===== config.mk =====
export PLATFORM = sky130hd
export DESIGN_NAME = uart_rx
export DESIGN_NICKNAME = d
export VERILOG_FILES = /design/src/rtl/uart_pkg.sv /design/src/rtl/uart_rx_sync.sv /design/src/rtl/uart_rx.sv
export SDC_FILE = /design/constraint.sdc
export NUM_CORES = 1
export LEC_CHECK = 0
export CAP_MARGIN = 0
export CORE_MARGIN = 2
export CORE_UTILIZATION = 49
export DETAILED_ROUTE_END_ITERATION = 10
export GPL_ROUTABILITY_DRIVEN = 0
export GPL_TIMING_DRIVEN = 0
export PLACE_DENSITY = 0.73
export SYNTH_ARGS = -nofsm -noshare
export SYNTH_HDL_FRONTEND = slang
export SYNTH_SLANG_ARGS = --single-unit

===== constraint.sdc =====
create_clock -name clk -period 1.7 [get_ports clk]
set_input_delay 0.255 -clock clk [delete_from_list [all_inputs] [get_ports clk]]
set_output_delay 0.255 -clock clk [all_outputs]
set_load 0.005 [all_outputs]

===== src/rtl/uart_pkg.sv =====
// Shared UART definitions for the receiver and transmitter.
// State encodings and default frame geometry.
package uart_pkg;

  typedef enum logic [2:0] {
    IDLE,
    START,
    DATA,
    STOP,
    BREAK
  } state_t;

  localparam int DEF_CLKS_PER_BIT = 16;
  localparam int DEF_DATA_BITS    = 8;

endpackage


===== src/rtl/uart_rx_sync.sv =====
// Two-flop synchronizer with a parameterized reset value.
// Brings an asynchronous line into the clk domain.
module sync_2ff #(
  parameter logic RST_VAL = 1'b1
) (
  input  logic clk,
  input  logic rst,
  input  logic d,
  output logic q
);

  logic meta;

  // Shift the raw line through two flops to settle metastability.
  always_ff @(posedge clk or posedge rst) begin
    if (rst) begin
      meta <= RST_VAL;
      q    <= RST_VAL;
    end else begin
      meta <= d;
      q    <= meta;
    end
  end

endmodule


===== src/rtl/uart_rx.sv =====
// 8N1 UART receiver with valid/ready output.
// Flags framing errors and overruns as one-cycle pulses.
module uart_rx
  import uart_pkg::*;
#(
  parameter int CLKS_PER_BIT = DEF_CLKS_PER_BIT,
  parameter int DATA_BITS    = DEF_DATA_BITS
) (
  input  logic                 clk,
  input  logic                 rst,
  input  logic                 rxd,
  output logic [DATA_BITS-1:0] data_out,
  output logic                 valid,
  input  logic                 ready,
  output logic                 frame_err,
  output logic                 overrun
);

  localparam int CW = $clog2(CLKS_PER_BIT);
  localparam int BW = $clog2(DATA_BITS + 1);

  localparam logic [CW-1:0] HALF = CW'(CLKS_PER_BIT / 2 - 1);
  localparam logic [CW-1:0] FULL = CW'(CLKS_PER_BIT - 1);
  localparam logic [BW-1:0] LAST = BW'(DATA_BITS - 1);

  state_t               state;
  logic [CW-1:0]        cnt;
  logic [BW-1:0]        idx;
  logic [DATA_BITS-1:0] shreg;
  logic                 rxs;

  sync_2ff #(
    .RST_VAL(1'b1)
  ) u_sync (
    .clk(clk),
    .rst(rst),
    .d  (rxd),
    .q  (rxs)
  );

  // Frame FSM: mid-bit sampling, shift-in, and output handshake.
  always_ff @(posedge clk or posedge rst) begin
    if (rst) begin
      state     <= IDLE;
      cnt       <= '0;
      idx       <= '0;
      shreg     <= '0;
      data_out  <= '0;
      valid     <= 1'b0;
      frame_err <= 1'b0;
      overrun   <= 1'b0;
    end else begin
      frame_err <= 1'b0;
      overrun   <= 1'b0;
      if (valid && ready) valid <= 1'b0;
      unique case (state)
        IDLE: begin
          if (!rxs) begin
            state <= START;
            cnt   <= '0;
          end
        end
        START: begin
          if (cnt == HALF) begin
            cnt   <= '0;
            idx   <= '0;
            state <= rxs ? IDLE : DATA;
          end else begin
            cnt <= cnt + 1'b1;
          end
        end
        DATA: begin
          if (cnt == FULL) begin
            cnt   <= '0;
            shreg <= {rxs, shreg[DATA_BITS-1:1]};
            idx   <= idx + 1'b1;
            if (idx == LAST) state <= STOP;
          end else begin
            cnt <= cnt + 1'b1;
          end
        end
        STOP: begin
          if (cnt == FULL) begin
            cnt <= '0;
            if (!rxs) begin
              frame_err <= 1'b1;
              state     <= BREAK;
            end else begin
              state <= IDLE;
              if (!valid || ready) begin
                data_out <= shreg;
                valid    <= 1'b1;
              end else begin
                overrun <= 1'b1;
              end
            end
          end else begin
            cnt <= cnt + 1'b1;
          end
        end
        BREAK: begin
          if (rxs) state <= IDLE;
        end
        default: state <= IDLE;
      endcase
    end
  end

endmodule


* Yosys cells after proc, flatten, opt, wreduce, memory -nomap -nowiden
Index checks and enable logic that the tools add are counted.
Operators by class: add/sub/neg operators 2, equality and inequality tests 13, muxes and demuxes 28, reduce and logical (&&, ||, !) cells 12
Operators by type and width (number):
- 2-to-1 mux 3 bit | 7
- 2-to-1 mux 4 bit | 5
- case mux 3 bit (5 select lines) | 1
- 2-to-1 mux 1 bit | 12
- case mux 4 bit (3 select lines) | 1
- inequality test 2 bit, second input constant | 5
- adder 4 x 1 -> 4 bit, second input constant | 2
- == test 4 x 3 -> 1 bit, second input constant | 2
- case mux 4 bit (2 select lines) | 1
- == test 3 x 2 -> 1 bit, second input constant | 2
- AND reduction 6 bit | 1
- == test 4 bit, second input constant | 1
- AND reduction 2 bit | 2
- AND reduction 4 bit | 1
- == test 3 x 1 -> 1 bit, second input constant | 1
- == test 3 bit, second input constant | 1
- zero test 3 bit | 1
- AND reduction 3 bit | 1
- nonzero test 3 bit | 1
- 2-to-1 mux 2 bit | 1
- inequality test 2 x 1 -> 1 bit, second input constant | 1
- nonzero test 2 bit | 1
- OR reduction 2 bit | 1
- logical AND 1 bit | 1
- 2 further kinds | 2
Word-level totals: register bits 32, input port bits 4, output and inout bits 11, logic and storage cells 65

* Logic depth before layout (Yosys ltp)
depth in word-level cells 6, gate-level depth with buffers 4, mapped depth without buffers 4

* Cells and area by module
From an unflattened synthesis, not the netlist that was laid out.
Second synthesis, totals: cells, all modules 116, area total of the unflattened synthesis 1430.1 um^2
By module, submodules not included:
- uart_rx | instances 1, cells an instance 113, area an instance 1373.8 um^2, seq. area each 750.7 um^2
- sync_2ff | instances 1, cells an instance 3, area an instance 56.3 um^2, seq. area each 52.6 um^2

* Worst setup path before layout
Ideal clock, no wire load.
kind reg2reg, start register cnt[0], end register data_out[0], setup time 0.125 ns, arrival 1.658 ns, data required time 1.575 ns, slack -0.083 ns, cell stages (with the launch flop) 5, buffers on the path 0, clock period less this slack 1.783 ns, cells stage by stage dfrtp_1 > ha_1 > nand3b_4 > nor4b_4 > mux2_2
On the way: cells in the longest elaborated chain, start to end 2
Ends and longest elaborated chain:
- start: declaration | RTL line uart_rx.sv:27 | logic [CW-1:0] cnt;
- start signal: assignment | RTL line uart_rx.sv:69 | cnt <= cnt + 1'b1;
- start signal: assignment | RTL line uart_rx.sv:79 | cnt <= cnt + 1'b1;
- start signal: assignment | RTL line uart_rx.sv:98 | cnt <= cnt + 1'b1;
- == test 4 bit | RTL line uart_rx.sv:83 | if (cnt == FULL) begin
- AND reduction 4 bit (no source line)
- end signal: assignment | RTL line uart_rx.sv:91 | data_out <= shreg;
- end: declaration | RTL line uart_rx.sv:12 | output logic [DATA_BITS-1:0] data_out,
No other way between the ends. A chain may end at the register's enable or synchronous reset.

* Worst setup path after layout
start register cnt[2], end register data_out[6]
Same word-level chain as after synthesis.

==> reports/metrics.yaml <==
yosys:
  synth_edf_count: 0
  synth_seq_cells: 32
  syn_avg_cell_area_sq_um: 12.4
  ys.flop_type: "dfrtp_1"
  async_reset_ff_share_pct: 100
  netlist_area_sq_um: 1450
  yosysUniqueCellTypes: 36
  synth_fp_nets: 123
  yosys_warnings: 0
  yosysSeqAreaShare_pct: 55.4
  postSynthCellCount: 117
layout:
  finalCoreUtilization_pct: 64.7
  fillers: 210
  finish.net_count: 151
  drive_gt1_share_pct: 32.2
  multiInputGateArea_sq_um: 621
  num_antenna_cells: 0
  regArea_sq_um: 805
  syn_to_final_growth_pct: 24.2
pwr:
  switching_share_pct: 32.8
  ir_drop_uv: 1110
  p_per_area_nw_per_um2: 1280
  p_sw_mw: 0.755
  power.internal_mw: 1.55
  p_leak_nw: 0.839
  seqPwrFrac_pct: 41.1
  combPwrFrac_pct: 34.4
  clkPwrFrac_pct: 24.5
global_routing:
  antenna_found_initial: 0
  grt_pass1_wl_um: 4590
  overflow: 0
  grt_max_degree: 33
  grt_pass1_vias: 1037
  grt.total_usage_pct: 18.3
clock_network:
  numCtsBuffers: 5
  cts_sinks: 32
  cts_root_buf: "clkbuf_4"
  htreeDepth: 2
  clock_latency_ps: 330
  clockBufferDepth: 2
  clk_pin_slew_ps: 100
  holdBufCountCts: 0
  cts_tree: "yes"
timing:
  maxSlewViolCount: 0
  min_period_over_period_pct: 95.3
  setup_viol: 0
  min_period_ps: 1620
  worst_slew_pin_slew_ps: 1170
  hold_viol: 0
  max_freq_mhz: 617
  tns_ps: 0
  fin_skew_ps: 9.62
  max-slew-margin-rel_pct: 21.7
critical_path:
  path_class: "reg -> reg"
  startpoint_type: "register"
  endpoint_kind: "register"
  max_stage_delay_ps: 360
  path_cells: "buf_2, nand3b_4, nor4b_4, buf_6, mux2_2"
  critPathArrivalTime_ps: 1840
  cp_slowest_cell: "dfrtp_1"
  crit_path_max_fanout: 10
  critPathBufInv: 2
  cp.required_ps: 1920
  crit_family: "simple AND/OR/NAND/NOR gates"
detailed_routing:
  wl_per_cell_um: 15.2
  firstDrtPassIters: 4
  final_antenna_net_count: 0
  via_per_inst: 5.72
  routed_wl_um: 2690
  num_vias: 1012
  dr.first_iter.drc_count: 13
  drc_errors: 0
placed_design:
  dp_hpwl_um: 1740
  port_buffers: 14
floorplan:
  die_x_um: 58.4
  die_area_sq_um: 3410
  io_pins: 15
  die_height_um: 58.4
  placement_rows: 19
  core_sq_um: 2780
  initial_core_util_pct: 52.1
run:
  drv_cap: 0
status:
  status: "finished, final reports clean"
min_path:
  hp-class: "in -> reg"
## flip-flops by register name, indices dropped and copies added, names as in the netlist
register and flops:
u_sync.q 1, state 3, data_out 8, overrun 1
frame_err 1, valid 1, shreg 8, u_sync.meta 1
idx 4, cnt 4
## power groups by stage
stage | logic (mW) | clock network, mW | registers [mW]
finish | 0.791 | 0.565 | 0.945
global route | 0.873 | 0.612 | 0.958
CTS | 0.727 | 0.582 | 0.942
floorplan | 0.513 | 0 | 0.936
global placement | 0.608 | 0 | 0.945
detailed placement | 0.637 | 0 | 0.956
## cell usage in the layout (no fill, tap or decap), types with 2 or more instances in the layout
master,count
dfrtp_1,29
nand4_1,2
nand3_1,3
and3_1,2
buf_4,6
dfstp_2,2
or3_1,3
mux2_2,16
inv_1,8
buf_6,2
nor2_1,6
o2bb2ai_1,2
a21oi_1,4
clkdlybuf4s50_1,14
buf_2,3
nand2_1,5
mux2i_1,4
clkbuf_4,6
a41oi_1,2
## area by class of cell
cell class / instances / area share (%)
Buffer: 5 / 1.88
Inverter: 8 / 1.67
Tap cell: 31 / 2.15
Timing Repair Buffer: 21 / 10.9
Sequential cell: 32 / 44.7
Clock buffer: 6 / 2.29
Multi-Input combinational cell: 72 / 34.5
Clock inverter: 2 / 1.95
## cell families (layout without fill, tap and decap cells)
group,count (synthesis),count (layout),share of synthesized area [%]
buffers and inverters,13,42,4.14
XOR/XNOR,1,1,0.604
AO/OA/AOI/OAI,17,17,8.37
flip-flops,32,32,55.4
adder cells (fa/ha/maj),2,2,1.73
multiplexers,20,20,15.2
AND/OR/NAND/NOR,32,32,14.6
## path summary, 6_finish.rpt
kind                       depth (start not counted)  slack (ps)   startpoint     endpoint
max                                                5          80       cnt[2]  data_out[6]
min                                                1         320          rxd  u_sync.meta
max reg2reg                                        5          80       cnt[2]  data_out[6]
min reg2reg                                        0         360  u_sync.meta     u_sync.q
max in group asynchronous                          2         400          rst       cnt[0]
min in group asynchronous                          2         530          rst       idx[3]
## cell usage after synthesis, types with 2 or more instances
library cell,number,area share (%)
nand2_1,6,1.6
nor2_1,6,1.6
inv_1,8,2.1
mux2_2,16,12
ha_1,2,1.7
o2bb2ai_1,2,1.2
nand4_1,2,0.86
a41oi_1,2,1.2
dfrtp_1,30,52
and3_1,2,0.86
a21oi_1,5,1.7
nand3_1,3,1.0
dfstp_2,2,3.6
or3_1,3,1.3
buf_2,3,1.0
a221oi_1,2,1.2
mux2i_1,4,2.8
## metrics by stage
stage / std cells / power (mW) / hold slack [ps] / cell area, sq um / worst slack [ps]
detailed placement: 162 / 1.59 / 348 / 1630 / -214
global placement: 162 / 1.55 / 347 / 1630 / -187
global route: 177 / 2.44 / 310 / 1800 / -4.12
finish: 177 / 2.30 / 321 / 1800 / 79.5
floorplan: 117 / 1.45 / 259 / 1450 / 25.9
CTS: 173 / 2.25 / 308 / 1750 / 12.2
## metal layers
metal | GRT usage (%) | part of all wire (%) | vias up | wire (um)
li1 | - | - | 479 | -
met1 | 22.8 | 43 | 498 | 1150
met2 | 29.2 | 51 | 28 | 1370
met3 | 5.05 | 4.5 | 7 | 121
met4 | 9.30 | 1.9 | 0 | 50
met5 | 0 | 0 | - | 0
## what timing repair did
| action | CTS | global route |
|---|---|---|
| setup buffers | 3 | 4 |
| pin swaps | 1 | 2 |
| endpoints found under the hold margin | 0 | 0 |
| cloned | 0 | 0 |
| endpoints found under the setup margin | 18 | 17 |
| gates resized for setup | 5 | 6 |
Power figures use the tool's default switching activity.
